`src/rtl/dot_product_stream_if.sv`:
```
// Stream bundle between the vector FIFOs, the dot-product engine and the result sink.
// master = FIFO/sink side, slave = the engine.
interface dot_product_stream_if #(
  parameter int unsigned ELEM_WIDTH   = 8,
  parameter int unsigned LANES        = 4,
  parameter int unsigned LEN_WIDTH    = 4,
  parameter int unsigned RESULT_WIDTH = 32
) ();
  logic                          start;
  logic [LEN_WIDTH-1:0]          vec_len;
  logic                          signed_mode;
  logic [LANES*ELEM_WIDTH-1:0]   a_data;
  logic [LANES*ELEM_WIDTH-1:0]   b_data;
  logic                          in_valid;
  logic                          in_ready;
  logic [RESULT_WIDTH-1:0]       result;
  logic                          overflow;
  logic                          out_valid;
  logic                          out_ready;
  logic                          busy;

  modport master (
    output start, vec_len, signed_mode, a_data, b_data, in_valid, out_ready,
    input  in_ready, result, overflow, out_valid, busy
  );

  modport slave (
    input  start, vec_len, signed_mode, a_data, b_data, in_valid, out_ready,
    output in_ready, result, overflow, out_valid, busy
  );
endinterface

```
`src/rtl/dot_product_stream.sv`:
```
// Multi-beat streaming dot product: a two-stage multiply/accumulate pipeline that
// saturates the final sum and holds it on a valid/ready output.
module dot_product_stream #(
  parameter int unsigned ELEM_WIDTH   = 8,
  parameter int unsigned LANES        = 4,
  parameter int unsigned LEN_WIDTH    = 4,
  parameter int unsigned RESULT_WIDTH = 32
) (
  input  logic                  clk,
  input  logic                  rst,
  dot_product_stream_if.slave   bus
);

  localparam int unsigned ACC_W  = 2*ELEM_WIDTH + $clog2(LANES) + LEN_WIDTH + 1;
  localparam int unsigned PROD_W = 2*ELEM_WIDTH + 2;
  localparam int unsigned CMP_W  = ((ACC_W > RESULT_WIDTH) ? ACC_W : RESULT_WIDTH) + 2;

  localparam logic signed [CMP_W-1:0] SMAX = {{(CMP_W-RESULT_WIDTH+1){1'b0}}, {(RESULT_WIDTH-1){1'b1}}};
  localparam logic signed [CMP_W-1:0] SMIN = {{(CMP_W-RESULT_WIDTH+1){1'b1}}, {(RESULT_WIDTH-1){1'b0}}};
  localparam logic signed [CMP_W-1:0] UMAX = {{(CMP_W-RESULT_WIDTH){1'b0}}, {RESULT_WIDTH{1'b1}}};

  typedef enum logic [2:0] {S_IDLE, S_ACCUM, S_FLUSH1, S_FLUSH2, S_DONE} state_t;

  state_t                   r_state;
  logic [LEN_WIDTH-1:0]     r_len;
  logic [LEN_WIDTH-1:0]     r_beats;
  logic                     r_signed;
  logic                     r_p1_valid;
  logic signed [ACC_W-1:0]  r_prod [LANES];
  logic signed [ACC_W-1:0]  r_acc;
  logic                     r_in_ready;
  logic                     r_out_valid;
  logic                     r_busy;
  logic [RESULT_WIDTH-1:0]  r_result;
  logic                     r_overflow;

  logic signed [ELEM_WIDTH:0]   w_a_ext [LANES];
  logic signed [ELEM_WIDTH:0]   w_b_ext [LANES];
  logic signed [PROD_W-1:0]     w_prod  [LANES];
  logic signed [ACC_W-1:0]      w_lane_sum;
  logic signed [CMP_W-1:0]      w_acc_ext;
  logic [RESULT_WIDTH-1:0]      w_sat;
  logic                         w_sat_ovf;
  logic                         w_accept;
  logic                         w_last;

  // Each element gets one extra bit: a copy of its MSB in signed mode, zero otherwise,
  // so one signed multiplier covers both element formats.
  always_comb begin
    for (int k = 0; k < LANES; k++) begin
      w_a_ext[k] = {r_signed & bus.a_data[k*ELEM_WIDTH + ELEM_WIDTH - 1], bus.a_data[k*ELEM_WIDTH +: ELEM_WIDTH]};
      w_b_ext[k] = {r_signed & bus.b_data[k*ELEM_WIDTH + ELEM_WIDTH - 1], bus.b_data[k*ELEM_WIDTH +: ELEM_WIDTH]};
      w_prod[k]  = PROD_W'(w_a_ext[k]) * PROD_W'(w_b_ext[k]);
    end
  end

  always_comb begin
    w_lane_sum = '0;
    for (int k = 0; k < LANES; k++) begin
      w_lane_sum = w_lane_sum + r_prod[k];
    end
  end

  // Clamp the accumulator into the result range of the latched element mode.
  always_comb begin
    w_acc_ext = {{(CMP_W-ACC_W){r_acc[ACC_W-1]}}, r_acc};
    w_sat     = RESULT_WIDTH'(w_acc_ext);
    w_sat_ovf = 1'b0;
    if (r_signed) begin
      if (w_acc_ext > SMAX) begin
        w_sat     = RESULT_WIDTH'(SMAX);
        w_sat_ovf = 1'b1;
      end else if (w_acc_ext < SMIN) begin
        w_sat     = RESULT_WIDTH'(SMIN);
        w_sat_ovf = 1'b1;
      end
    end else begin
      if (w_acc_ext[CMP_W-1]) begin
        w_sat     = '0;
        w_sat_ovf = 1'b1;
      end else if (w_acc_ext > UMAX) begin
        w_sat     = RESULT_WIDTH'(UMAX);
        w_sat_ovf = 1'b1;
      end
    end
  end

  assign w_accept = bus.in_valid && r_in_ready;
  assign w_last   = (r_beats == r_len - LEN_WIDTH'(1));

  always_ff @(posedge clk or posedge rst) begin
    if (rst) begin
      r_state     <= S_IDLE;
      r_len       <= '0;
      r_beats     <= '0;
      r_signed    <= 1'b0;
      r_p1_valid  <= 1'b0;
      r_acc       <= '0;
      r_in_ready  <= 1'b0;
      r_out_valid <= 1'b0;
      r_busy      <= 1'b0;
      r_result    <= '0;
      r_overflow  <= 1'b0;
      for (int k = 0; k < LANES; k++) r_prod[k] <= '0;
    end else begin
      r_p1_valid <= 1'b0;
      if (r_p1_valid) r_acc <= r_acc + w_lane_sum;

      case (r_state)
        S_IDLE: begin
          if (bus.start) begin
            r_len      <= bus.vec_len;
            r_signed   <= bus.signed_mode;
            r_acc      <= '0;
            r_beats    <= '0;
            r_overflow <= 1'b0;
            r_busy     <= 1'b1;
            if (bus.vec_len == '0) begin
              r_state <= S_FLUSH1;
            end else begin
              r_state    <= S_ACCUM;
              r_in_ready <= 1'b1;
            end
          end
        end
        S_ACCUM: begin
          if (w_accept) begin
            r_p1_valid <= 1'b1;
            r_beats    <= r_beats + LEN_WIDTH'(1);
            for (int k = 0; k < LANES; k++) r_prod[k] <= ACC_W'(w_prod[k]);
            if (w_last) begin
              r_state    <= S_FLUSH1;
              r_in_ready <= 1'b0;
            end
          end
        end
        S_FLUSH1: r_state <= S_FLUSH2;
        S_FLUSH2: begin
          r_result    <= w_sat;
          r_overflow  <= w_sat_ovf;
          r_out_valid <= 1'b1;
          r_state     <= S_DONE;
        end
        S_DONE: begin
          if (bus.out_ready) begin
            r_out_valid <= 1'b0;
            r_busy      <= 1'b0;
            r_state     <= S_IDLE;
          end
        end
        default: r_state <= S_IDLE;
      endcase
    end
  end

  assign bus.in_ready  = r_in_ready;
  assign bus.out_valid = r_out_valid;
  assign bus.busy      = r_busy;
  assign bus.result    = r_result;
  assign bus.overflow  = r_overflow;

endmodule
```
`src/flat_wrapper.sv`:
```
// flat-port wrapper written by rule: the top's interface ports become plain ports
module dot_product_stream_flat 
#(
  parameter int unsigned ELEM_WIDTH   = 8,
  parameter int unsigned LANES        = 4,
  parameter int unsigned LEN_WIDTH    = 4,
  parameter int unsigned RESULT_WIDTH = 32
)
  (clk, rst, bus_start, bus_vec_len, bus_signed_mode, bus_a_data, bus_b_data, bus_in_valid, bus_out_ready, bus_in_ready, bus_result, bus_overflow, bus_out_valid, bus_busy);
  dot_product_stream_if #(.ELEM_WIDTH(ELEM_WIDTH), .LANES(LANES), .LEN_WIDTH(LEN_WIDTH), .RESULT_WIDTH(RESULT_WIDTH)) bus_i ();
  input  logic clk;
  input  logic rst;
  input wire logic [$bits(bus_i.start)-1:0] bus_start;
  input wire logic [$bits(bus_i.vec_len)-1:0] bus_vec_len;
  input wire logic [$bits(bus_i.signed_mode)-1:0] bus_signed_mode;
  input wire logic [$bits(bus_i.a_data)-1:0] bus_a_data;
  input wire logic [$bits(bus_i.b_data)-1:0] bus_b_data;
  input wire logic [$bits(bus_i.in_valid)-1:0] bus_in_valid;
  input wire logic [$bits(bus_i.out_ready)-1:0] bus_out_ready;
  output wire logic [$bits(bus_i.in_ready)-1:0] bus_in_ready;
  output wire logic [$bits(bus_i.result)-1:0] bus_result;
  output wire logic [$bits(bus_i.overflow)-1:0] bus_overflow;
  output wire logic [$bits(bus_i.out_valid)-1:0] bus_out_valid;
  output wire logic [$bits(bus_i.busy)-1:0] bus_busy;
  assign bus_i.start = bus_start;
  assign bus_i.vec_len = bus_vec_len;
  assign bus_i.signed_mode = bus_signed_mode;
  assign bus_i.a_data = bus_a_data;
  assign bus_i.b_data = bus_b_data;
  assign bus_i.in_valid = bus_in_valid;
  assign bus_i.out_ready = bus_out_ready;
  assign bus_in_ready = bus_i.in_ready;
  assign bus_result = bus_i.result;
  assign bus_overflow = bus_i.overflow;
  assign bus_out_valid = bus_i.out_valid;
  assign bus_busy = bus_i.busy;
  dot_product_stream #(.ELEM_WIDTH(ELEM_WIDTH), .LANES(LANES), .LEN_WIDTH(LEN_WIDTH), .RESULT_WIDTH(RESULT_WIDTH)) u_core (.clk(clk), .rst(rst), .bus(bus_i));
endmodule
```
`config.mk`:
```
export PLATFORM = sky130hd
export DESIGN_NAME = dot_product_stream_flat
export DESIGN_NICKNAME = d
export VERILOG_FILES = /design/src/rtl/dot_product_stream_if.sv /design/src/rtl/dot_product_stream.sv /design/src/flat_wrapper.sv
export SDC_FILE = /design/constraint.sdc
export NUM_CORES = 1
export LEC_CHECK = 0
export CAP_MARGIN = 30
export CORE_ASPECT_RATIO = 0.7
export CORE_MARGIN = 5
export CORE_UTILIZATION = 30
export DETAILED_ROUTE_END_ITERATION = 10
export GPL_ROUTABILITY_DRIVEN = 0
export PLACE_DENSITY = 0.52
export SETUP_SLACK_MARGIN = 0.02
export SKIP_CTS_REPAIR_TIMING = 1
export SLEW_MARGIN = 15
export SYNTH_ARGS = -nofsm -noshare
export SYNTH_HDL_FRONTEND = slang
export SYNTH_SLANG_ARGS = --single-unit
```
`constraint.sdc`:
```
create_clock -name clk -period 15.4 [get_ports clk]
set_input_delay 2.31 -clock clk [delete_from_list [all_inputs] [get_ports clk]]
set_output_delay 2.31 -clock clk [all_outputs]
set_load 0.01 [all_outputs]
```
---- After elaboration in Yosys (flattened, before gate mapping) ----
Cells that the tools add are included.
cells by class
  $add $sub $neg .......................... 6
  muxes and demuxes ....................... 35
  $lt $le $gt $ge ......................... 3
  divide/modulo/power cells ............... 0
  shift-type cells ........................ 0
  eq/ne operators ......................... 10
  bitwise gates (word level) .............. 8
  reductions and logical operators ........ 15
  $mul .................................... 4
operators by type and width
  kind                    count
  $mux W32                5
  $mul A9 B9 Y18          4
  $mux W23                3
  $gt A23 B33 Y1 const B  1
  $gt A23 B32 Y1 const B  1
  $lt A23 B32 Y1 const B  1
  $add A23 B18 Y23        1
  $add A23 B23 Y23        1
  $add A19 B18 Y20        1
  $add A18 B18 Y19        1
  $pmux W3 S5             1
  $mux W1                 14
  $mux W3                 4
  $and A1 B1 Y1           8
  $mux W4                 2
  $pmux W1 S2             4
  $pmux W4 S2             1
  $reduce_and A2 Y1       4
  $reduce_bool A2 Y1      4
  $eq A3 B2 Y1 const B    2
  $ne A2 B2 Y1 const B    3
  $reduce_and A3 Y1       2
  $reduce_and A5 Y1       1
  $add A4 B1 Y4 const B   1
  10 further kinds        11
word-level totals
  latch bits .............................. 0
  output and inout port bits .............. 36
  memory bits (writable) .................. 0
  word-level logic and storage cells ...... 96
  register bits after elaboration ......... 144
  input bits .............................. 74
  memory bits (read-only) ................. 0
  memories ................................ 0

---- Longest topological paths before layout ----
  depth in word-level cells ............... 7
  depth in mapped cells ................... 23
  gate-level depth less buffers ........... 23

---- Worst setup path after synthesis ----
No wires, ideal clock.
  path kind ............................... input to register
  from .................................... input bus_b_data[7]
  to ...................................... register u_core.r_prod[86] in the netlist's numbering
  stages .................................. 19
  library setup time ...................... 0.129 ns
  required time ........................... 15.271 ns
  path slack .............................. 7.837 ns
  path buffers ............................ 1
  arrival ................................. 7.435 ns
  cells stage by stage .................... clkbuf_1 nand2_1 or2_2 fa_1 fa_1 fa_1 inv_1 fa_1 inv_1 fa_1 inv_1 ha_1 a21o_1 a2111oi_4 nor3_1 a2111oi_4 a21oi_1 xnor2_1 o21ai_1
between the ends
  word-level cells in the longest chain between the ends .. 2
RTL lines
  what                RTL line                  RTL
  start: declaration  flat_wrapper.sv:17        input wire logic [$bits(bus_i.b_data)-1:0] bus_b_data;
  $and A1 B1 Y1       dot_product_stream.sv:52  w_b_ext[k] = {r_signed & bus.b_data[k*ELEM_WIDTH + ELEM_WIDTH - 1], bus.b_data[k*ELEM_WIDTH +: ELEM_WIDTH]};
  $mul A9 B9 Y18 (*)  dot_product_stream.sv:53  w_prod[k] = PROD_W'(w_a_ext[k]) * PROD_W'(w_b_ext[k]);
  end: declaration    dot_product_stream.sv:29  logic signed [ACC_W-1:0] r_prod [LANES];
Mark *: on every way between the ends. The rest lies on a longest branch, timed or not.
A chain may end at the register's enable or synchronous reset.

---- Final worst setup path ----
Same ends and word-level chain as after synthesis.

==> impl_metrics.prom <==
# TYPE chip_impl_metric gauge
chip_impl_metric{name="synth_xor_area_share",unit="%"} 5.06
chip_impl_info{name="rsz_0062_raised_after_global_routing",value="no"} 1
chip_impl_metric{name="timing.critical_path.arrival",unit="ns"} 8.24
chip_impl_metric{name="initial_drt_pass_iterations",unit=""} 4
chip_impl_metric{name="coreArea",unit="sq mm"} 0.0661
chip_impl_info{name="critPathLaunchType",value="primary input"} 1
chip_impl_metric{name="antenna_violations_before_repair",unit=""} 2
chip_impl_metric{name="worstSkewPairLatency",unit="ns"} 0.44
chip_impl_info{name="top_cells_by_area_in_the_synthesized_netlist",value="sky130_fd_sc_hd__fa_1, sky130_fd_sc_hd__dfrtp_1, sky130_fd_sc_hd__ha_1"} 1
chip_impl_metric{name="syn-instance-count",unit=""} 2149
chip_impl_metric{name="num_vias",unit=""} 14200
chip_impl_metric{name="die_y",unit="um"} 226
chip_impl_metric{name="postSynth.asyncResetShare",unit="%"} 100
chip_impl_info{name="count_leader_synth",value="sky130_fd_sc_hd__inv_1"} 1
chip_impl_metric{name="max_stage_delay",unit="ns"} 0.69
chip_impl_metric{name="sum_of_negative_setup_slack",unit="ns"} 0
chip_impl_metric{name="worst-path-max-fanout",unit=""} 10
chip_impl_metric{name="detail_route.wirelength",unit="um"} 45300
chip_impl_metric{name="cts_sinks",unit=""} 135
chip_impl_metric{name="fp-row-count",unit=""} 79
chip_impl_metric{name="detailed_place_hpwl",unit="um"} 38400
chip_impl_info{name="critical_path.slowest_cell",value="sky130_fd_sc_hd__clkdlybuf4s50_1"} 1
chip_impl_metric{name="grt_max_degree",unit=""} 101
chip_impl_metric{name="fmaxAchievable",unit="MHz"} 126
chip_impl_metric{name="floorplan.die_area",unit="sq mm"} 0.0717
chip_impl_metric{name="timing_max_transition_violations_final",unit=""} 0
chip_impl_info{name="cts_tree",value="done"} 1
chip_impl_metric{name="drv.max_cap_violation_count",unit=""} 0
chip_impl_metric{name="placement.io_buffers",unit=""} 109
chip_impl_metric{name="fin_nets",unit=""} 2791
chip_impl_metric{name="global_route.usage.total",unit="%"} 13.2
chip_impl_metric{name="synthesis.area",unit="sq mm"} 0.0199
chip_impl_metric{name="synth.lib_cells_used.distinct",unit=""} 58
chip_impl_metric{name="area.growth.synth_to_final",unit="%"} 12.7
chip_impl_metric{name="synthAdderAreaFrac",unit="%"} 44.5
chip_impl_metric{name="required",unit="ns"} 15.69
chip_impl_info{name="cts-root-buf",value="sky130_fd_sc_hd__clkbuf_16"} 1
chip_impl_metric{name="synth_fp_nets",unit=""} 2738
chip_impl_info{name="largest_family_of_logic_cells_by_synthesized_area",value="adder cells"} 1
chip_impl_info{name="cp_common_cell",value="sky130_fd_sc_hd__fa_1"} 1
chip_impl_metric{name="synth-compound-area-share",unit="%"} 9.25
chip_impl_metric{name="antenna_left",unit=""} 0
chip_impl_info{name="critPathKind",value="in -> reg"} 1
chip_impl_info{name="crit_path_cell_trace",value="clkdlybuf4s50_1, nand2_1, or2_2, fa_1, fa_1, fa_1, inv_1, fa_1, inv_1, fa_1, inv_1, ha_1, a21o_1, a2111oi_4, nor3_1, a2111oi_4, a21oi_1, xnor2_1, o21ai_1"} 1
chip_impl_metric{name="initialDrtViolationCount",unit=""} 577
chip_impl_metric{name="finalHoldViolCount",unit=""} 0
chip_impl_metric{name="route.detailed.wl_per_inst",unit="um"} 14.6
chip_impl_metric{name="global_route_wire_length_before_repair",unit="um"} 78000
chip_impl_metric{name="layout-drive-gt1-share",unit="%"} 3.02
chip_impl_metric{name="clock-skew-final",unit="ns"} 0.00907
chip_impl_metric{name="post_synth_and_or_nand_nor_area_fraction",unit="%"} 13.9
chip_impl_metric{name="top_cell_type_s_share_of_synthesized_area",unit="%"} 32.5
chip_impl_metric{name="number_of_buffers_added_by_the_clock_tree_synthesis_step",unit=""} 17
chip_impl_metric{name="final.period_utilization",unit="%"} 51.6
chip_impl_metric{name="die_w",unit="um"} 318
chip_impl_metric{name="clkSlewWorstSetupHoldPaths",unit="ns"} 0.06
chip_impl_info{name="synth_common_cells",value="sky130_fd_sc_hd__inv_1, sky130_fd_sc_hd__fa_1, sky130_fd_sc_hd__nand2_1, sky130_fd_sc_hd__ha_1, sky130_fd_sc_hd__dfrtp_1"} 1
chip_impl_metric{name="yosysWarnings",unit=""} 0
chip_impl_metric{name="floorplan.initialDensity",unit="%"} 30.1
chip_impl_metric{name="slew_headroom",unit="%"} 40.8
chip_impl_metric{name="route.detailed.drc",unit=""} 0
chip_impl_metric{name="finalSetupViolations",unit=""} 0
chip_impl_metric{name="n_fill_cell",unit=""} 6823
chip_impl_metric{name="grt_pass1_vias",unit=""} 15100
chip_impl_metric{name="boundaryPins",unit=""} 110
chip_impl_metric{name="post_synth_mux_area_share",unit="%"} 0.609
chip_impl_metric{name="overflow",unit=""} 0
chip_impl_metric{name="post_drt_via_cell_ratio",unit=""} 4.57
chip_impl_info{name="outcome",value="finished, final reports clean"} 1
chip_impl_metric{name="slew_worst_pin",unit="ns"} 0.888
chip_impl_metric{name="synthesis.area_per_instance",unit="sq um"} 9.27
chip_impl_metric{name="ys_seq_elements",unit=""} 135
chip_impl_metric{name="final.min_clock_period",unit="ns"} 7.94
chip_impl_metric{name="synth-edff-count",unit=""} 0
chip_impl_info{name="synth_flop_cell",value="sky130_fd_sc_hd__dfrtp_1"} 1
chip_impl_info{name="worstSetupEndpointType",value="register"} 1
chip_impl_info{name="holdCritPathClass",value="reg -> reg"} 1
chip_impl_metric{name="cts.path.max_buffers",unit=""} 2
chip_impl_metric{name="h-tree-depth",unit=""} 4
chip_impl_info{name="synthDominantAreaCellType",value="sky130_fd_sc_hd__fa_1"} 1
chip_impl_metric{name="yosysSeqAreaShare",unit="%"} 17.0
[logic make-up after synthesis]
family                   after synthesis
AND/OR/NAND/NOR                      584
adder cells (fa/ha/maj)              515
buffers and inverters                508
AO/OA/AOI/OAI                        280
flip-flops                           135
XOR/XNOR                             115
multiplexers                          12
[flip-flops by register name, indices dropped and copies added (netlist names), 3 cells and up]
signal	count
u_core.r_beats	4
u_core.r_len	4
u_core.r_prod	72
u_core.r_acc	23
u_core.r_state	3
u_core.bus.result	23
[path summary, 6_finish.rpt]
path	endpoint	startpoint	slack (ns)	cells after the start
worst max-delay path	u_core.r_prod[86]$_DFFE_PP0P_	bus_b_data[7]	7.46	19
worst min-delay path	u_core.r_prod[10]$_DFFE_PP0P_	u_core.r_prod[10]$_DFFE_PP0P_	0.49	2
worst max register to register	u_core.r_prod[86]$_DFFE_PP0P_	u_core.r_signed$_DFFE_PP0P_	9.39	19
worst min register to register	u_core.r_prod[10]$_DFFE_PP0P_	u_core.r_prod[10]$_DFFE_PP0P_	0.49	2
max in group asynchronous	u_core.bus.result[17]$_DFFE_PP0P_	rst	11.64	3
min in group asynchronous	u_core.r_prod[32]$_DFFE_PP0P_	rst	2.39	2
[per-stage QoR]
stage          cells  cell area (sq um)  utilization, %  setup slack, ns  hold WS (ns)
2_1_floorplan   2149              19900               -             7.84         0.450
3_3_place_gp    3073              21900            33.0             7.04         0.473
3_5_place_dp    3074              21900            33.1             6.96         0.481
4_1_cts         3106              22400            33.9             7.43         0.496
5_1_grt         3108              22500            34.0             7.06         0.517
6_report        3108              22500            34.0             7.46         0.490
[critical path: cells and delay by family]
kind	cells	cell delay, ns
xor+xnor	1	0.18
fa+ha+maj	6	2.90
compound gates	5	1.19
simple gates	3	0.81
buf+inv	4	0.84
[cell type report]
type | count | area [sq um] | share of cell area, %
multi-input combinational | 1506 | 14600 | 65.1
sequential | 135 | 3380 | 15.0
inverter | 423 | 1590 | 7.09
timing repair buffer | 119 | 1170 | 5.23
tap | 891 | 1110 | 4.96
clock buffer | 18 | 439 | 1.96
clock inverter | 14 | 141 | 0.630
antenna | 2 | 5.00 | 0.0223
[cell usage in the layout, fill, tap and decap left out, types with 6 or more instances in the layout]
| cell | n |
|---|---|
| sky130_fd_sc_hd__a22o_1 | 22 |
| sky130_fd_sc_hd__nor2_1 | 48 |
| sky130_fd_sc_hd__nor2b_1 | 7 |
| sky130_fd_sc_hd__clkbuf_16 | 17 |
| sky130_fd_sc_hd__xnor2_1 | 71 |
| sky130_fd_sc_hd__dfrtp_1 | 135 |
| sky130_fd_sc_hd__nand4_1 | 9 |
| sky130_fd_sc_hd__or2_2 | 13 |
| sky130_fd_sc_hd__clkdlybuf4s50_1 | 109 |
| sky130_fd_sc_hd__and3_1 | 22 |
| sky130_fd_sc_hd__nand3_1 | 21 |
| sky130_fd_sc_hd__o21a_1 | 18 |
| sky130_fd_sc_hd__xor2_1 | 44 |
| sky130_fd_sc_hd__o21ai_0 | 88 |
| sky130_fd_sc_hd__o21bai_1 | 8 |
| sky130_fd_sc_hd__fa_1 | 323 |
| sky130_fd_sc_hd__nand2b_1 | 22 |
| sky130_fd_sc_hd__nor3_1 | 14 |
| sky130_fd_sc_hd__and2_1 | 119 |
| sky130_fd_sc_hd__a211oi_1 | 6 |
| sky130_fd_sc_hd__ha_1 | 192 |
| sky130_fd_sc_hd__inv_1 | 422 |
| sky130_fd_sc_hd__buf_4 | 9 |
| sky130_fd_sc_hd__a31oi_1 | 7 |
| sky130_fd_sc_hd__a21o_1 | 26 |
| sky130_fd_sc_hd__mux2i_1 | 11 |
| sky130_fd_sc_hd__nand2_1 | 298 |
| sky130_fd_sc_hd__a21oi_1 | 62 |
[per-layer routing]
| metal | vias up | wire, um | global-route usage, % |
|---|---|---|---|
| met3 | 24 | 1450 | 2.32 |
| met1 | 7235 | 22100 | 18.5 |
| met5 | - | 0 | 0 |
| li1 | 6770 | - | - |
| met4 | 0 | 371 | 2.14 |
| met2 | 179 | 21400 | 21.8 |
Power is not shown: default switching activity piles up to over one toggle a cycle in this logic, so the estimate is an artifact.
